`config.mk`:
```
export PLATFORM = sky130hd
export DESIGN_NAME = bsg_fifo_bypass_rr_sched
export DESIGN_NICKNAME = d
export VERILOG_FILES = /design/src/rtl/bsg_fifo_bypass_rr_sched.sv
export SDC_FILE = /design/constraint.sdc
export NUM_CORES = 1
export LEC_CHECK = 0
export ABC_AREA = 1
export ABC_CLOCK_PERIOD_IN_PS = 3800
export BUFFER_PORTS_ARGS = -buffer_cell sky130_fd_sc_hd__clkbuf_2
export CAP_MARGIN = 20
export CORE_MARGIN = 1.5
export CORE_UTILIZATION = 40
export CTS_CLUSTER_SIZE = 28
export DETAILED_ROUTE_END_ITERATION = 12
export GPL_TIMING_DRIVEN = 0
export SKIP_CTS_REPAIR_TIMING = 1
export SYNTH_ARGS = -nofsm -noshare
export SYNTH_HDL_FRONTEND = slang
export SYNTH_SLANG_ARGS = --single-unit
```
`constraint.sdc`:
```
create_clock -name clk_i -period 3.8 [get_ports clk_i]
set_clock_uncertainty 0.05 [all_clocks]
set_input_delay 0.38 -clock clk_i [delete_from_list [all_inputs] [get_ports clk_i]]
set_output_delay 0.38 -clock clk_i [all_outputs]
set_load 0.005 [all_outputs]
```
`src/rtl/bsg_fifo_bypass_rr_sched.sv`:
```
// Round-robin scheduler feeding one shared FIFO from num_in_p valid/ready requesters.
// Each cycle at most one requester is granted; its word is stored with a source tag and the
// oldest word is offered downstream with valid/yumi.
// Optional feature: define BSG_FIFO_BYPASS_RR_SCHED_BYPASS_EN to let a granted word pass
// straight to the output in the same cycle while storage is empty.
module bsg_fifo_bypass_rr_sched #(
   parameter int unsigned width_p  = 8,  // payload width; set explicitly by the instantiator
   parameter int unsigned num_in_p = 4,
   parameter int unsigned els_p    = 4,
   localparam int unsigned TagW    = (num_in_p > 1) ? $clog2(num_in_p) : 1,
   localparam int unsigned CntW    = $clog2(els_p + 1)
) (
   input  logic                         clk_i,
   input  logic                         reset_n_i,
   input  logic [num_in_p*width_p-1:0]  data_i,
   input  logic [num_in_p-1:0]          v_i,
   output logic [num_in_p-1:0]          ready_o,
   output logic [width_p-1:0]           data_o,
   output logic [TagW-1:0]              tag_o,
   output logic                         v_o,
   input  logic                         yumi_i,
   output logic [CntW-1:0]              count_o
);

   localparam int unsigned PtrW = $clog2(els_p);
   localparam int unsigned EntW = TagW + width_p;
   localparam logic [CntW-1:0] FullCnt = CntW'(els_p);
   localparam logic [TagW-1:0] LastIdx = TagW'(num_in_p - 1);

   logic [TagW-1:0]    r_rr;
   logic [PtrW-1:0]    r_rd_ptr;
   logic [PtrW-1:0]    r_wr_ptr;
   logic [CntW-1:0]    r_count;
   logic [EntW-1:0]    r_mem [els_p];

   logic               w_any;
   logic [TagW-1:0]    w_scan;
   logic [TagW-1:0]    w_gnt_idx;
   logic [width_p-1:0] w_gnt_data;
   logic [EntW-1:0]    w_head;
   logic               w_full;
   logic               w_nonempty;
   logic               w_enq;
   logic               w_bypass;
   logic               w_store;
   logic               w_pop;

   // Find the first valid requester scanning upward from r_rr with wrap-around
   always_comb begin
      w_any     = 1'b0;
      w_scan    = '0;
      w_gnt_idx = '0;
      for (int unsigned i = 0; i < num_in_p; i++) begin
         w_scan = TagW'((32'(r_rr) + i) % num_in_p);
         if (!w_any && v_i[w_scan]) begin
            w_any     = 1'b1;
            w_gnt_idx = w_scan;
         end
      end
   end

   // Select the granted requester's payload lane
   always_comb begin
      w_gnt_data = '0;
      for (int unsigned k = 0; k < num_in_p; k++) begin
         if (w_gnt_idx == TagW'(k)) w_gnt_data = data_i[k*width_p +: width_p];
      end
   end

   assign w_full     = (r_count == FullCnt);
   assign w_nonempty = (r_count != '0);
   assign w_head     = r_mem[r_rd_ptr];
   // Gating with reset_n_i keeps ready_o/v_o low during reset whatever v_i does
   assign w_enq      = reset_n_i & w_any & ~w_full;
   assign w_pop      = yumi_i & w_nonempty;
   assign w_store    = w_enq & ~w_bypass;
   assign count_o    = r_count;

   // One-hot grant, suppressed when full; never depends on yumi_i
   always_comb begin
      ready_o = '0;
      if (w_enq) ready_o[w_gnt_idx] = 1'b1;
   end

   // Head presentation: storage first, otherwise the word currently being granted
   always_comb begin
`ifdef BSG_FIFO_BYPASS_RR_SCHED_BYPASS_EN
      w_bypass = w_enq & ~w_nonempty & yumi_i;
      v_o      = w_nonempty | w_enq;
      if (w_nonempty) {tag_o, data_o} = w_head;
      else            {tag_o, data_o} = {w_gnt_idx, w_gnt_data};
`else
      w_bypass        = 1'b0;
      v_o             = w_nonempty;
      {tag_o, data_o} = w_head;
`endif
   end

   // Pointers, occupancy and round-robin pointer
   always_ff @(posedge clk_i or negedge reset_n_i) begin
      if (!reset_n_i) begin
         r_rd_ptr <= '0;
         r_wr_ptr <= '0;
         r_count  <= '0;
         r_rr     <= '0;
      end else begin
         if (w_store) r_wr_ptr <= r_wr_ptr + PtrW'(1);
         if (w_pop)   r_rd_ptr <= r_rd_ptr + PtrW'(1);
         unique case ({w_store, w_pop})
            2'b10:   r_count <= r_count + CntW'(1);
            2'b01:   r_count <= r_count - CntW'(1);
            default: r_count <= r_count;
         endcase
         if (w_enq) r_rr <= (w_gnt_idx == LastIdx) ? '0 : w_gnt_idx + TagW'(1);
      end
   end

   // Storage array; contents need no reset since occupancy gates visibility
   always_ff @(posedge clk_i) begin
      if (w_store) r_mem[r_wr_ptr] <= {w_gnt_idx, w_gnt_data};
   end

`ifndef SYNTHESIS
   // Consumer must not take a word that is not offered
   a_yumi_legal: assert property (@(posedge clk_i) disable iff (!reset_n_i) yumi_i |-> v_o)
      else $error("yumi_i asserted while v_o is low");
`endif

endmodule

```
# ---- Word-level counts from Yosys, hierarchy flattened
# Memories as Yosys holds them, arrays and structs flattened.
# Cells that the tools add are included.
dict set report classes {
  order_cmp 6
  shift 0
  muxes 27
  n_bitwise 4
  div_mod_pow 0
  n_reduce_logical 10
  n_eq_ne 6
  multipliers 0
  n_addsub 8
}
# cell count
set ops {}
lappend ops {{8-bit 2-to-1 mux} 4}
lappend ops {{2-bit by 3-bit < comparator with 1-bit output (second input constant)} 5}
lappend ops {{1-bit 2-to-1 mux} 11}
lappend ops {{2-bit 2-to-1 mux} 5}
lappend ops {{2-bit by 1-bit adder with 2-bit output (second input constant)} 4}
lappend ops {{1-bit binary-select mux with 2-bit select} 4}
lappend ops {{2-bit equality test (second input constant)} 3}
lappend ops {{3-bit case mux with 2 select lines} 1}
lappend ops {{2-bit adder (second input constant)} 2}
lappend ops {{2-bit by 1-bit equality test with 1-bit output (second input constant)} 2}
lappend ops {{1-bit logical AND} 4}
lappend ops {{4-bit 2-to-1 mux} 1}
lappend ops {{3-bit by 1-bit adder with 3-bit output (second input constant)} 1}
lappend ops {{1-bit AND} 3}
lappend ops {{3-bit equality test (second input constant)} 1}
lappend ops {{1-bit zero test} 3}
lappend ops {{3-bit nonzero test} 1}
lappend ops {{3-bit by 1-bit subtractor with 3-bit output (second input constant)} 1}
lappend ops {{1-bit demux with 2-bit select} 1}
lappend ops {{2-bit by 1-bit >= comparator with 1-bit output (second input constant)} 1}
lappend ops {{2-bit zero test} 1}
lappend ops {{2-bit nonzero test} 1}
lappend ops {{1-bit inverter} 1}
dict set report totals {
  mem_count 1
  out_inout_bits 18
  latch_bits 0
  input_bits 39
  mem_bits_rw 40
  register_bits 9
  rom_bits 0
}
# memory words word_bits read_ports rd_clocked_by_memory_dff wr line_no
set mem_list {}
lappend mem_list {r_mem 4 10 1 0 1 34} ;# logic [EntW-1:0] r_mem [els_p];

# ---- Logic depth before layout (Yosys ltp)
# Gate-level depths: netlist (run 1).
dict set report logic_depth {
  word_depth 17
  ltp_mapped 17
  depth_no_buf 16
}

# ---- Worst setup path before layout (run 1)
# No wires, ideal clock.
dict set report synth_path {
  path_kind {reg-to-reg}
  startpoint {register r_rr[0]}
  endpoint {memory r_mem[0][0] (netlist bit), data pin}
  path_stages_with_launch 17
  t_required_ns 3.549
  slack_ns 1.134
  period_less_slack_ns 2.666
  setup_time_ns 0.201
  t_arrival_ns 2.415
  path_cell_list {dfrtp_1 > buf_6 > nand2_1 > o21ai_0 > nand2_1 > nand2_1 > nor2_4 > nand3b_4 > nand3_1 > inv_1 > ha_1 > clkbuf_1 > nor2_1 > nand2_1 > nand2_1 > o21ai_0 > o21ai_0}
}
dict set report synth_between {
  elab_chain_len 17
  word_cells_on_any_way 32
}
# element line_no
set synth_rtl {}
lappend synth_rtl {{from (decl)} 30} ;# logic [TagW-1:0] r_rr;
lappend synth_rtl {{from (signal assigned)} 114} ;# if (w_enq) r_rr <= (w_gnt_idx == LastIdx) ? '0 : w_gnt_idx + TagW'(1);
lappend synth_rtl {{branches (longest 11 deep; another with 2-bit by 1-bit adder with 2-bit output)} n/a}
lappend synth_rtl {{2-bit 2-to-1 mux *} 55} ;# if (!w_any && v_i[w_scan]) begin
lappend synth_rtl {{named net w_gnt_idx[0]} 38} ;# logic [TagW-1:0] w_gnt_idx;
lappend synth_rtl {{2-bit zero test} 66} ;# if (w_gnt_idx == TagW'(k)) w_gnt_data = data_i[k*width_p +: width_p];
lappend synth_rtl {{8-bit 2-to-1 mux (3 in a row)} 66}
lappend synth_rtl {{8-bit 2-to-1 mux *} 66}
lappend synth_rtl {{named net w_gnt_data[0]} 39} ;# logic [width_p-1:0] w_gnt_data;
lappend synth_rtl {{to (decl)} 34}
# Mark *: on every way through the listed nets, which the timed path passes. The select of a mux whose other input is x is not followed.

# ---- Final worst setup path (run 1)
dict set report layout_path {
  startpoint {register r_rr[0]}
  endpoint {output port ready_o[3]}
}
dict set report layout_between {
  elab_chain_len 17
  word_cells_on_any_way 33
}
# element line_no
set layout_rtl {}
lappend layout_rtl {{branches (longest 11 deep; another with 2-bit by 1-bit adder with 2-bit output)} n/a}
lappend layout_rtl {{2-bit 2-to-1 mux *} 55}
lappend layout_rtl {{named net w_gnt_idx[1]} 38}
lappend layout_rtl {{2-bit by 3-bit < comparator with 1-bit output (not written as such) or 2-bit by 1-bit >= comparator with 1-bit output (tied branches)} 82} ;# if (w_enq) ready_o[w_gnt_idx] = 1'b1;
lappend layout_rtl {{1-bit logical AND (not written as such)} 82}
lappend layout_rtl {{1-bit 2-to-1 mux (not written as such)} 82}
lappend layout_rtl {{1-bit demux with 2-bit select *} 82}
lappend layout_rtl {{4-bit 2-to-1 mux *} 82}
lappend layout_rtl {{to (decl)} 17} ;# output logic [num_in_p-1:0] ready_o,
# Marks and branches as above.

==> results of run 1 <==
[placed cells by master (no fill, tap or decap), types with 3 or more instances in the layout]
cell	netlist	layout
xor2_1	3	3
edfxtp_1	40	40
ha_1	9	9
inv_1	27	27
o22ai_1	10	10
a21oi_1	9	9
nor2_1	29	28
clkbuf_8	0	5
o21ai_0	41	41
dfrtp_1	9	9
clkbuf_1	9	9
nand3_1	12	12
nand2_1	68	68
clkbuf_2	0	56
[final timing paths]
check | to | slack, ns | cells past startpoint
worst max-delay path | ready_o[3] | 0.51 | 15
worst min-delay path | r_rd_ptr[0]$_DFFE_PN0P_ | 0.40 | 3
worst max register to register | r_mem[0][1]$_DFFE_PP_ | 0.52 | 16
worst min register to register | count_o[0]$_DFFE_PN0P_ | 0.47 | 1
max in group asynchronous | r_rd_ptr[1]$_DFFE_PN0P_ | 3.09 | 2
min in group asynchronous | r_rr[0]$_DFFE_PN0P_ | 0.41 | 2
[flip-flops by register name, indices dropped and copies added (netlist names)]
signal and count:
r_mem 40, r_rd_ptr 2, r_wr_ptr 2, count_o 3
r_rr 2
[metrics by stage]
stage	total power, mW	instances
CTS	3.32	422
global placement	2.97	414
finish	3.30	423
detailed placement	3.02	414
global route	3.65	423
floorplan	2.42	281
[cell type report]
type | count | area, µm²
flip-flops and latches | 49 | 1430
clock inverters | 3 | 22.5
plain buffers | 11 | 60.1
inverters | 28 | 105
multi-input cells | 193 | 997
fillers | 635 | 3250
repair buffers | 57 | 290
clock buffers | 5 | 68.8
well taps | 77 | 96.3
[cell families after synthesis]
group           share of synthesized area [%]
buf+inv                                  6.39
compound gates                           12.5
flops                                    55.2
simple gates                             19.4
xor+xnor                                 1.35
fa+ha+maj                                5.13
[where the power goes]
group	switching [mW]	total, mW	internal (mW)
Sequential	0.0843	1.16	1.08
Combinational	1.23	1.84	0.607
Clock	0.176	0.306	0.131
[worst reg2reg max path: cells and delay by family, from the launching register on]
| family | cells | cell delay [ns] |
|---|---|---|
| simple gates | 9 | 1.17 |
| compound gates | 3 | 0.61 |
| buf+inv | 3 | 0.53 |
| flops | 1 | 0.46 |
| fa+ha+maj | 1 | 0.22 |
[layer usage]
metal / global-route usage [%] / share of wire (%)
met5: 0 / 0
met4: 4.47 / 0.53
met3: 2.98 / 4.3
met2: 27.3 / 47
met1: 22.1 / 48
==> impl_metrics.yaml, run 1 <==
timing:
  max_freq_ghz: 0.304
  period_needed_ns: 3.29
  final-hold-violation-count: 0
  finalCritPeriodShare_pct: 86.5
  setup_ws_ns: 0.514
  holdWs_ns: 0.401
  worst_pin_slew_ns: 0.994
  drv_slew: 0
  rsz0062_at_grt: "false"
  setup-tns-final_ns: 0
  setup_viol: 0
  max_slew_margin_pct: 33.5
yosys:
  synthFlopType: "edfxtp_1"
  avgSynthCellArea_um2: 9.20
  synth_cell_types: 25
  synth_top_area_share_pct: 46.4
  netlist_instances: 281
  ys_seq_elements: 49
  synth_warnings: 0
  syn_nets: 330
  async_flop_share_pct: 18.4
  synth_area_mm2: 0.00259
  synth_edf_count: 40
  synth_commonest_cells: "nand2_1, o21ai_0, edfxtp_1, nor2_1, inv_1"
  synth_area_leaders: "edfxtp_1, nand2_1, dfrtp_1, o21ai_0, ha_1"
  synth_area_leader_cell: "edfxtp_1"
  ys_seq_area_share_pct: 55.2
  synth_most_common_cell: "nand2_1"
cts:
  cts_tree: "done"
  cts_root_buf: "clkbuf_8"
  clk_latency_ns: 0.30
  cts-htree-levels: 2
  numCtsBuffers: 5
  cts.sinks: 49
  clk_pin_slew_ns: 0.09
  cts_buffer_depth: 2
worst_setup_path:
  cp-startpoint: "r_rr[0]$_DFFE_PN0P_"
  crit_arrival_ns: 2.86
  crit_slowest_cell: "dfrtp_1"
  worstSetupStartpointType: "register"
  end_kind: "output pin"
  path_cells: "buf_6 > nand2_1 > o21ai_0 > nand2_1 > nand2_1 > nor2_4 > nand3_1 > nand3_1 > nand2_1 > inv_1 > ha_1 > clkbuf_1 > inv_1 > nor2_1 > clkbuf_2"
  crit_type: "register to output pin"
  cp_max_fo: 10
  path_buf_inv: 5
  cp_common_cell: "nand2_1"
  critPathTopFamily: "buffers and inverters"
  cp.required_ns: 3.37
  r2r-start: "r_rr[0]$_DFFE_PN0P_"
  cpPeakStageDelay_ns: 0.46
place:
  dp_slack_ns: 0.409
  port_buffers: 56
  place_area_mm2: 0.00296
  dp_hpwl_um: 3900
  finalWeightedCongestion: 0.841
hold_path:
  hp-class: "primary input to register"
  worstHoldStart: "yumi_i"
floorplanning:
  start_util_pct: 41.0
  fp.dieW_um: 83.4
  io_pins: 57
  die_area_mm2: 0.00696
  fp.dieH_um: 83.4
  rows: 29
  core_mm2: 0.00631
outcome:
  outcome: "finished, final reports clean"
layout:
  drive_gt1_share_pct: 21.4
  post-route-util_pct: 48.6
  design_area_mm2: 0.00307
  final_nets: 394
  syn_to_final_growth_pct: 18.6
  antenna_cells: 0
flow_run:
  maxCapViolations: 0
global_route:
  antenna_found_initial: 0
  grt_pass1_wl_um: 9190
  overflow: 0
  first_global_vias: 1943
  grtUsageTotal_pct: 16.4
  grt_max_degree: 17
detailed_routing:
  via_count: 2066
  ant_nets: 0
  wl_per_cell_um: 12.8
  wl_um: 5420
  drtIter0Drc: 114
  post-route-drc-count: 0
  via_per_inst: 4.88
  firstDrtPassIters: 6
pwr:
  vdd_drop_max_v: 0.000652
  powerDensity_mw_per_mm2: 1080
  p_leak_nw: 1.37
Note: power is estimated with default switching activity, not from simulation.
==> run 2, diff against run 1 <==
REMOVE_ABC_BUFFERS = 1   (was default)
==> run 2 against run 1 <==
Effect of this change: critical path depth down 1; utilization fell by 0.97 points; worst hold slack improved by 0.020 ns; largest cell class unchanged; cell count is 2.6% lower; sequential share of layout area rose by 0.95 points; critical path type unchanged; worst setup slack got worse by 0.12 ns; count of clock-buffer cells in the layout up 1; final area shrank 2.0%; largest power group unchanged; first-iteration DRC count fell by 5.3%; combinational power decreased by 5%; via count is 0.68% lower.
==> impl_metrics.yaml, run 2 (synthesis results as in run 1) <==
worst_setup_path:
  crit_type: "register to output pin"
  crit_arrival_ns: 2.98
  cp.required_ns: 3.37
  cp_max_fo: 15
  r2r_cells: 15
  worstSetupStartpointType: "register"
  end_kind: "output pin"
detailed_routing:
  via_count: 2052
  ant_nets: 0
  firstDrtPassIters: 4
  wl_um: 5640
  wl_per_cell_um: 13.7
  via_per_inst: 4.98
  drtIter0Drc: 108
  post-route-drc-count: 0
timing:
  max_slew_margin_pct: 28.7
  max_freq_ghz: 0.293
  setup-tns-final_ns: 0
  final-hold-violation-count: 0
  drv_slew: 0
  finalCritPeriodShare_pct: 89.7
  rsz0062_at_grt: "false"
  period_needed_ns: 3.41
  setup_viol: 0
  worst_pin_slew_ns: 1.07
flow_run:
  maxCapViolations: 0
place:
  dp_hpwl_um: 3940
  finalWeightedCongestion: 0.821
  port_buffers: 56
hold_path:
  hold_depth: 3
  hp-class: "primary input to register"
cts:
  cts_tree: "done"
  cts_root_buf: "clkbuf_8"
  cts-htree-levels: 2
  numCtsBuffers: 5
  clk_latency_ns: 0.29
  cts_buffer_depth: 2
  cts.sinks: 49
  clk_pin_slew_ns: 0.09
layout:
  largest_reg_flops: 40
  final_cell_mix: "nand2_1, clkbuf_2, o21ai_0"
  drive_gt1_share_pct: 21.5
  final_nets: 383
  syn_to_final_growth_pct: 16.2
  final_common_cell: "nand2_1"
  regMostFlops: "r_mem"
  fill_cells: 610
  antenna_cells: 0
floorplanning:
  rows: 29
  core_mm2: 0.00631
  fp.dieH_um: 83.4
  start_util_pct: 41.0
  fp.dieW_um: 83.4
  io_pins: 57
  die_area_mm2: 0.00696
global_route:
  grt_max_degree: 24
  grt_pass1_wl_um: 9170
  first_global_vias: 1991
  antenna_found_initial: 0
  overflow: 0
  grtUsageTotal_pct: 17.2
pwr:
  power_mw: 3.25
  vdd_drop_max_v: 0.000484
  p_leak_nw: 1.34
  powerDensity_mw_per_mm2: 1080
outcome:
  outcome: "finished, final reports clean"
-- run 2: cell types whose count changed in the layout (fill, tap and decap cells not counted), sizes merged --
cell / previous run / this run
clkbuf: 70 / 62
clkinv: 3 / 0
buf: 2 / 0
clkinvlp: 0 / 2
-- run 2: worst paths after layout --
| kind | start | to | slack, ns |
|---|---|---|---|
| min | yumi_i | r_rd_ptr[0]$_DFFE_PN0P_ | 0.42 |
| max | r_rr[0]$_DFFE_PN0P_ | ready_o[2] | 0.39 |
| min in group asynchronous | reset_n_i | count_o[0]$_DFFE_PN0P_ | 0.43 |
| max in group asynchronous | reset_n_i | r_rd_ptr[1]$_DFFE_PN0P_ | 3.07 |
| min reg2reg | count_o[0]$_DFFE_PN0P_ | count_o[0]$_DFFE_PN0P_ | 0.46 |
| max reg2reg | r_rr[0]$_DFFE_PN0P_ | r_mem[0][3]$_DFFE_PP_ | 0.44 |
-- run 2: cell type report --
class	instances	area (µm²)	area share, %
clock buffers	6	72.6	2.41
flip-flops and latches	49	1430	47.5
clock inverters	2	15.0	0.500
multi-input cells	193	1000	33.3
repair buffers	57	290	9.66
well taps	77	96.3	3.21
inverters	28	105	3.50
-- run 2: per-stage QoR --
step                utilization [%]  hold slack (ns)  setup slack [ns]  instances  area (µm²)
finish                         47.6            0.421             0.392        412        3010
detailed placement             46.0            0.210             0.244        403        2900
CTS                            47.4           -0.118             0.225        411        2990
global placement               46.0            0.210             0.302        403        2900
floorplan                         -           0.0344              1.05        270        2530
global route                   47.6            0.431           0.00300        412        3010
-- run 2: critical path, cell delays in order, from the launching register on --
cell      delay [ns]
dfrtp_1         0.63
inv_2           0.14
nand2_1         0.10
nand2_2         0.08
nand2_1         0.09
nand2_1         0.08
nor2_4          0.14
nand3_1         0.09
nand3_1         0.07
nand2_1         0.08
inv_1           0.16
ha_1            0.41
inv_1           0.30
nor2_1          0.18
clkbuf_2        0.13
-- run 2: layer usage --
layer	wire length, µm	global-route usage, %	part of all wire, %
met3	315	3.88	5.6
met1	2480	21.2	44
met2	2790	29.6	49
met4	48	6.11	0.85
met5	0	0	0
-- run 2: power by group --
group / total (mW) / internal, mW / switching [mW]
logic: 1.74 / 0.576 / 1.17
registers: 1.21 / 1.07 / 0.138
clock network: 0.296 / 0.130 / 0.166
==> run 3, diff against run 2 <==
CORE_UTILIZATION = 45   (was 40)
PLACE_DENSITY = 0.68   (was default)
==> run 3 against run 2 <==
Effect of this change: wire length fell by 1.6%; die area fell by 11%; sequential power about the same; register-to-register slack worse by 0.02 ns; count of clock-buffer cells in the layout decreased by 1; combinational power about the same; final area is 0.50% higher; sequential cell count unchanged; critical path type is now register to register; largest cell class unchanged.
==> impl_metrics.yaml, run 3 (synthesis results as in run 1) <==
outcome:
  outcome: "finished, final reports clean"
detailed_routing:
  via_per_inst: 5.10
  wl_per_cell_um: 13.6
  drtIter0Drc: 87
  ant_nets: 0
  post-route-drc-count: 0
  firstDrtPassIters: 4
  via_count: 2074
  wl_um: 5550
floorplanning:
  fp.dieH_um: 78.8
  rows: 27
  io_pins: 57
  fp.dieW_um: 78.8
  start_util_pct: 46.7
  die_area_mm2: 0.00621
  core_mm2: 0.00554
place:
  port_buffers: 56
  place_area_mm2: 0.00290
  finalWeightedCongestion: 0.863
  dp_hpwl_um: 3840
layout:
  regMostFlops: "r_mem"
  fill_cells: 517
  syn_to_final_growth_pct: 16.8
  design_area_mm2: 0.00302
  drive_gt1_share_pct: 21.5
  final_nets: 383
  post-route-util_pct: 54.5
  final_cell_mix: "nand2_1, clkbuf_2, o21ai_0"
  largest_reg_flops: 40
  final_common_cell: "nand2_1"
  antenna_cells: 0
timing:
  max_slew_margin_pct: 33.4
  finalCritPeriodShare_pct: 88.8
  worst_pin_slew_ns: 0.996
  final-hold-violation-count: 0
  holdWs_ns: 0.396
  rsz0062_at_grt: "false"
  max_freq_ghz: 0.296
  setup-tns-final_ns: 0
  period_needed_ns: 3.38
  drv_slew: 0
  setup_viol: 0
worst_setup_path:
  crit_arrival_ns: 3.36
  end_kind: "register"
  worstSetupStartpointType: "register"
  r2r_slack_ns: 0.42
  cp.required_ns: 3.79
  crit_type: "register to register"
  cp_max_fo: 15
cts:
  clk_latency_ns: 0.30
  cts.sinks: 49
  clk_pin_slew_ns: 0.09
  cts_tree: "done"
  cts_root_buf: "clkbuf_8"
  numCtsBuffers: 5
  cts_buffer_depth: 2
  cts-htree-levels: 2
global_route:
  grt_max_degree: 24
  first_global_vias: 1922
  antenna_found_initial: 0
  grt_pass1_wl_um: 8940
  overflow: 0
  grtUsageTotal_pct: 18.9
pwr:
  p_leak_nw: 1.35
  powerDensity_mw_per_mm2: 1100
  vdd_drop_max_v: 0.000459
flow_run:
  maxCapViolations: 0
hold_path:
  hp-class: "primary input to register"
run 3: report_power, final:
part / internal, mW / switching (mW) / total [mW]
sequential: 1.08 / 0.142 / 1.22
combinational: 0.571 / 1.18 / 1.75
clock: 0.194 / 0.166 / 0.360
total: 1.84 / 1.49 / 3.33
run 3: final timing paths:
check                                        from                 endpoint  cells after the start
max                           r_rr[0]$_DFFE_PN0P_    r_mem[1][7]$_DFFE_PP_                     15
min                                        yumi_i  r_rd_ptr[0]$_DFFE_PN0P_                      3
max reg2reg                   r_rr[0]$_DFFE_PN0P_    r_mem[1][7]$_DFFE_PP_                     15
min reg2reg                count_o[0]$_DFFE_PN0P_   count_o[0]$_DFFE_PN0P_                      1
max in group asynchronous               reset_n_i      r_rr[0]$_DFFE_PN0P_                      2
min in group asynchronous               reset_n_i   count_o[0]$_DFFE_PN0P_                      2
run 3: cell type report:
class | count | area (µm²) | share of cell area (%)
sequential | 49 | 1430 | 47.3
multi-input combinational | 193 | 997 | 33.0
timing repair buffer | 57 | 290 | 9.61
inverter | 28 | 105 | 3.48
tap | 72 | 90.1 | 2.98
clock buffer | 5 | 68.8 | 2.28
clock inverter | 3 | 41.3 | 1.37
run 3: per-layer routing:
| metal | global-route usage, % | part of all wire (%) |
|---|---|---|
| met5 | 0 | 0 |
| met2 | 34.8 | 49 |
| met3 | 3.33 | 4.3 |
| met4 | 4.74 | 0.87 |
| met1 | 22.7 | 45 |
run 3: worst max-delay path: stages, from the launching register on:
cell      delay (ns)
dfrtp_2         0.54
inv_2           0.12
nand2_1         0.09
nand2_2         0.08
nand2_1         0.08
nand2_1         0.08
nor2_4          0.14
nand3b_4        0.13
nand3_1         0.15
inv_1           0.12
ha_1            0.40
nor2_2          0.45
nand2_1         0.10
nand2_1         0.07
o21ai_0         0.07
o21ai_0         0.44
run 3: per-stage QoR:
step                total power, mW  setup WS, ns  instances
floorplan                      2.37          1.05        270
global placement               2.93         0.172        398
detailed placement             2.98        0.0860        398
CTS                            3.34        0.0619        406
global route                   3.64         0.140        407
finish                         3.33         0.424        407
